### config.mk
export PLATFORM = sky130hd
export DESIGN_NAME = da2_serial_tx
export DESIGN_NICKNAME = d
export VERILOG_FILES = /design/src/rtl/da2_pkg.sv /design/src/rtl/da2_bit_timer.sv /design/src/rtl/da2_serial_tx.sv
export SDC_FILE = /design/constraint.sdc
export NUM_CORES = 1
export LEC_CHECK = 0
export CORE_MARGIN = 2
export CORE_UTILIZATION = 45
export DETAILED_ROUTE_END_ITERATION = 8
export GPL_ROUTABILITY_DRIVEN = 0
export PLACE_DENSITY = 0.77
export RECOVER_POWER = 25
export SLEW_MARGIN = 25
export SYNTH_ARGS = -nofsm -noshare
export SYNTH_HDL_FRONTEND = slang
export SYNTH_SLANG_ARGS = --single-unit
export TNS_END_PERCENT = 1
### constraint.sdc
create_clock -name clock -period 3.6 [get_ports clock]
set_clock_uncertainty 0.05 [all_clocks]
set_input_delay 0.36 -clock clock [delete_from_list [all_inputs] [get_ports clock]]
set_output_delay 0.36 -clock clock [all_outputs]
set_load 0.02 [all_outputs]
### src/rtl/da2_pkg.sv
// Shared definitions for the PmodDA2 transmit path: frame geometry,
// power-down codes, FSM states and the frame builder.
package da2_pkg;

  localparam int FRAME_W = 16;
  localparam int DATA_W  = 12;

  localparam logic [1:0] PD_NORMAL = 2'b00;
  localparam logic [1:0] PD_1K     = 2'b01;
  localparam logic [1:0] PD_100K   = 2'b10;
  localparam logic [1:0] PD_HIZ    = 2'b11;

  typedef enum logic [1:0] {IDLE, SHIFT, GAP} state_t;

  // Two don't-care bits, power-down mode, then the sample, MSB first on the wire.
  function automatic logic [FRAME_W-1:0] make_frame(input logic [1:0] pd,
                                                    input logic [DATA_W-1:0] data);
    return {2'b00, pd, data};
  endfunction

endpackage

### src/rtl/da2_bit_timer.sv
// Phase counter for the DA2 link: generates the sclk level, an end-of-bit
// strobe during shifting, and an end-of-gap strobe while nsync is high.
module da2_bit_timer #(
  parameter int CLK_DIV  = 4,
  parameter int SYNC_GAP = 4
) (
  input  logic clock,
  input  logic rst_n,
  input  logic shift_en,
  input  logic gap_en,
  output logic sclk,
  output logic bit_adv,
  output logic gap_done
);

  localparam int PH_MAX = (CLK_DIV > SYNC_GAP) ? CLK_DIV : SYNC_GAP;
  localparam int PH_W   = (PH_MAX > 1) ? $clog2(PH_MAX) : 1;
  localparam logic [PH_W-1:0] HALF_END = PH_W'(CLK_DIV - 1);
  localparam logic [PH_W-1:0] GAP_END  = PH_W'(SYNC_GAP - 1);

  logic [PH_W-1:0] phase;
  logic            half_end;

  assign half_end = (phase == HALF_END);
  // A bit ends on the last cycle of its low half; the next bit starts with sclk high.
  assign bit_adv  = shift_en && half_end && !sclk;
  assign gap_done = gap_en && (phase == GAP_END);

  always_ff @(posedge clock or negedge rst_n) begin
    if (!rst_n) begin
      phase <= '0;
      sclk  <= 1'b1;
    end else if (shift_en) begin
      if (half_end) begin
        phase <= '0;
        sclk  <= ~sclk;
      end else begin
        phase <= phase + PH_W'(1);
      end
    end else if (gap_en) begin
      phase <= gap_done ? '0 : phase + PH_W'(1);
      sclk  <= 1'b1;
    end else begin
      phase <= '0;
      sclk  <= 1'b1;
    end
  end

endmodule

### src/rtl/da2_serial_tx.sv
// Dual-channel serial transmitter for the PmodDA2: latches two samples,
// shifts both 16-bit frames MSB-first on d1/d2 under a shared sclk/nsync.
module da2_serial_tx
  import da2_pkg::*;
#(
  parameter int         CLK_DIV  = 4,
  parameter int         SYNC_GAP = 4,
  parameter logic [1:0] PD_MODE  = PD_NORMAL
) (
  input  logic              clock,
  input  logic              rst_n,
  input  logic              start,
  input  logic [DATA_W-1:0] data1,
  input  logic [DATA_W-1:0] data2,
  output logic              ready,
  output logic              done,
  output logic              sclk,
  output logic              nsync,
  output logic              d1,
  output logic              d2
);

  state_t             state, state_n;
  logic [FRAME_W-1:0] shift1, shift2;
  logic [3:0]         bit_cnt;
  logic               load, shift, done_n;
  logic               bit_adv, gap_done;

  da2_bit_timer #(
    .CLK_DIV  (CLK_DIV),
    .SYNC_GAP (SYNC_GAP)
  ) u_timer (
    .clock    (clock),
    .rst_n    (rst_n),
    .shift_en (state == SHIFT),
    .gap_en   (state == GAP),
    .sclk     (sclk),
    .bit_adv  (bit_adv),
    .gap_done (gap_done)
  );

  always_comb begin
    state_n = state;
    load    = 1'b0;
    shift   = 1'b0;
    done_n  = 1'b0;
    unique case (state)
      IDLE: begin
        if (start && ready) begin
          load    = 1'b1;
          state_n = SHIFT;
        end
      end
      SHIFT: begin
        if (bit_adv) begin
          shift = 1'b1;
          if (bit_cnt == 4'd0) state_n = GAP;
        end
      end
      GAP: begin
        if (gap_done) begin
          done_n  = 1'b1;
          state_n = IDLE;
        end
      end
      default: state_n = IDLE;
    endcase
  end

  // Control outputs are registered from the next state so pins never see start directly.
  always_ff @(posedge clock or negedge rst_n) begin
    if (!rst_n) begin
      state <= IDLE;
      ready <= 1'b1;
      done  <= 1'b0;
      nsync <= 1'b1;
    end else begin
      state <= state_n;
      ready <= (state_n == IDLE);
      done  <= done_n;
      nsync <= (state_n != SHIFT);
    end
  end

  // Shifting past the LSB leaves zeros, which is exactly the idle level of d1/d2.
  always_ff @(posedge clock or negedge rst_n) begin
    if (!rst_n) begin
      shift1  <= '0;
      shift2  <= '0;
      bit_cnt <= '0;
    end else if (load) begin
      shift1  <= make_frame(PD_MODE, data1);
      shift2  <= make_frame(PD_MODE, data2);
      bit_cnt <= 4'd15;
    end else if (shift) begin
      shift1  <= {shift1[FRAME_W-2:0], 1'b0};
      shift2  <= {shift2[FRAME_W-2:0], 1'b0};
      if (bit_cnt != 4'd0) bit_cnt <= bit_cnt - 4'd1;
    end
  end

  assign d1 = shift1[FRAME_W-1];
  assign d2 = shift2[FRAME_W-1];

endmodule

==> flow_summary.ini <==
[timing]
tightest_slew_ns = 2.24
relSlewSlack_pct = -49.3
slew_viol_final = 45
fin_setup_tns_ns = 0
fmax_mhz = 446
finalCritPeriodShare_pct = 62.3
rsz0062_at_grt = no
setup_viol_count_final = 0
finalHoldViolations = 0
min_period_ns = 2.24

[final_layout]
drive_above_1_share_pct = 7.33
syn_to_final_growth_pct = 22.8
design_area_sq_um = 2390
num_antenna_cells = 0
finalNetCount = 261
utilization_pct = 58.6

[global_route]
grt_pass1_wl_um = 6420
grt_overflow = 0
grt_max_degree = 45
antenna_found_initial = 0
grt_pass1_vias = 1391
grt_usage_pct = 16.4

[power_and_ir_drop]
p_int_uw = 1140
combPwrFrac_pct = 26.5
seqPwrFrac_pct = 51.0
clkPwrFrac_pct = 22.5
p_sw_share_pct = 30.3
switchingPower_uw = 498
powerDensity_nw_per_um2 = 686
p_leak_uw = 0.00108
peakVddDrop_v = 0.000284

[cts]
cts_resized = 0
clock-sinks = 44
cts.clk_slew.worst_paths_ns = 0.08
clk_path_buf_depth = 2
cts_root_buf = clkbuf_8
cts_buffers = 5
postCtsHoldBufs = 0
clkLatencyLatePin_ns = 0.30
postCtsSetupBuffers = 0
tritoncts = built
cts_max_level = 2

[run_status]
run_status = finished, violations left
violations = max-capacitance violations, max-slew violations

[routing]
ant_nets = 0
vias = 1499
drtIter0Drc = 132
drc = 0
post_drt_wl_per_cell_um = 13.2
wl_um = 3720
viasPerCell = 5.32
drt_first_pass_iters = 4

[worst_setup_path]
end_kind = register
path_max_fanout = 19
critPathKind = register to register
worstSetupStartpoint = u_timer.phase[0]
cp.arrival_ns = 2.38
crit_path_start_kind = register
r2r_start = u_timer.phase[0]
cp.required_ns = 3.74

[synthesis]
synthArstFlopShare_pct = 100
synthCells = 203
synthDistinctLibCells = 35
syn-cell-area_sq_um = 1950
synth_edf_count = 0
ys_seq_area_share_pct = 56.7
synth-seq-cells = 44
synth.net_count = 233
yosys_warnings = 0
avgSynthCellArea_sq_um = 9.60
synth_ff_type = dfrtp_1

[hold_path]
hp-start = u_timer.phase[0]
hold_path_class = register to register

[floorplan]
dieArea_sq_um = 4870
ioPinCount = 33
fp.dieH_um = 69.8
start_util_pct = 47.7
die_w_um = 69.8
core_sq_um = 4090
rows = 23

[place]
hpwl_um = 2480
placed_area_sq_um = 2290
port_buffers = 32

[run]
drv_cap = 1
## registers in the layout, indices dropped and copies added, names as in the netlist
name           count
bit_cnt            4
done               1
nsync              1
ready              1
shift1            16
shift2            16
state              2
u_timer.phase      2
u_timer.sclk       1
## critical path, cell delays in order, from the launching register on
cell,delay (ns)
dfrtp_1,0.38
ha_1,0.20
nor4bb_4,0.80
buf_4,0.36
nand2_2,0.06
a211o_1,0.28
## cell usage after synthesis (all sizes together) (2+ instances only)
library cell	count	area share (%)
dfstp	3	4.0
clkbuf	6	1.2
ha	3	1.9
a31oi	19	6.1
nand4bb	2	1.2
inv	2	0.39
nand2	57	11
a21oi	9	2.3
dfrtp	41	53
nor2	22	4.2
o21ai	2	0.51
a21o	4	1.5
buf	8	2.8
a22o	6	2.7
nand3	3	0.77
## power by group through the flow
stage,clock network (uW),registers [uW],logic [uW]
after global placement,0,835,421
after CTS,377,837,442
final,370,837,435
after detailed placement,0,845,439
after floorplan,0,828,297
after global routing,392,865,490
## placed cells by master (no fill, tap or decap), types with 2 or more instances in the layout
| master | count |
|---|---|
| a31oi_1 | 19 |
| o21ai_0 | 2 |
| dfstp_2 | 3 |
| a21o_1 | 4 |
| a21oi_1 | 9 |
| nand2_1 | 56 |
| nand4bb_1 | 2 |
| nor2_1 | 22 |
| clkdlybuf4s50_1 | 31 |
| nand3_1 | 3 |
| buf_4 | 3 |
| a22o_1 | 6 |
| clkbuf_8 | 5 |
| inv_1 | 2 |
| clkbuf_1 | 2 |
| dfrtp_1 | 41 |
| ha_1 | 3 |
## through the flow
step                      hold WS, ns  setup slack, ns  std cells  power [uW]
after detailed placement        0.417             1.35        274        1280
after global routing            0.448             1.02        282        1750
after global placement          0.395             1.39        274        1260
final                           0.426             1.36        282        1640
after floorplan                0.0144             2.04        203        1120
after CTS                       0.186             1.34        282        1660
## area by class of cell
class / count / area, sq um
fill: 379 / 1690
tap: 50 / 62.6
inverter: 2 / 7.51
multi-input combinational: 143 / 774
clock buffer: 6 / 72.6
clock inverter: 2 / 35.0
sequential: 44 / 1100
timing repair buffer: 35 / 337
## per-layer routing
layer | global-route usage (%) | share of wire (%) | wire (um) | vias to the layer above
li1 | - | - | - | 745
met1 | 22.8 | 49 | 1840 | 699
met2 | 25.1 | 44 | 1630 | 49
met3 | 3.20 | 5.3 | 197 | 6
met4 | 7.05 | 1.5 | 57 | 0
met5 | 0 | 0 | 0 | -
## logic make-up (layout without fill, tap and decap cells)
logic type               Yosys count  count (layout)  share of synthesized area [%]
AO/OA/AOI/OAI                     44              44                           14.9
XOR/XNOR                           1               1                          0.449
adder cells (fa/ha/maj)            3               3                           1.93
buffers and inverters             16              45                           4.36
flip-flops                        44              44                           56.7
AND/OR/NAND/NOR                   95              95                           21.7
## worst paths after layout
path / endpoint / slack, ns / cells past startpoint
setup / recovery: bit_cnt[2] / 1.36 / 5
hold / removal: u_timer.phase[0] / 0.43 / 1
setup reg to reg: bit_cnt[2] / 1.36 / 5
hold reg to reg: u_timer.phase[0] / 0.43 / 1
max in group asynchronous: state[1] / 1.56 / 1
min in group asynchronous: done / 0.67 / 1
(Power assumes the default switching activity.)
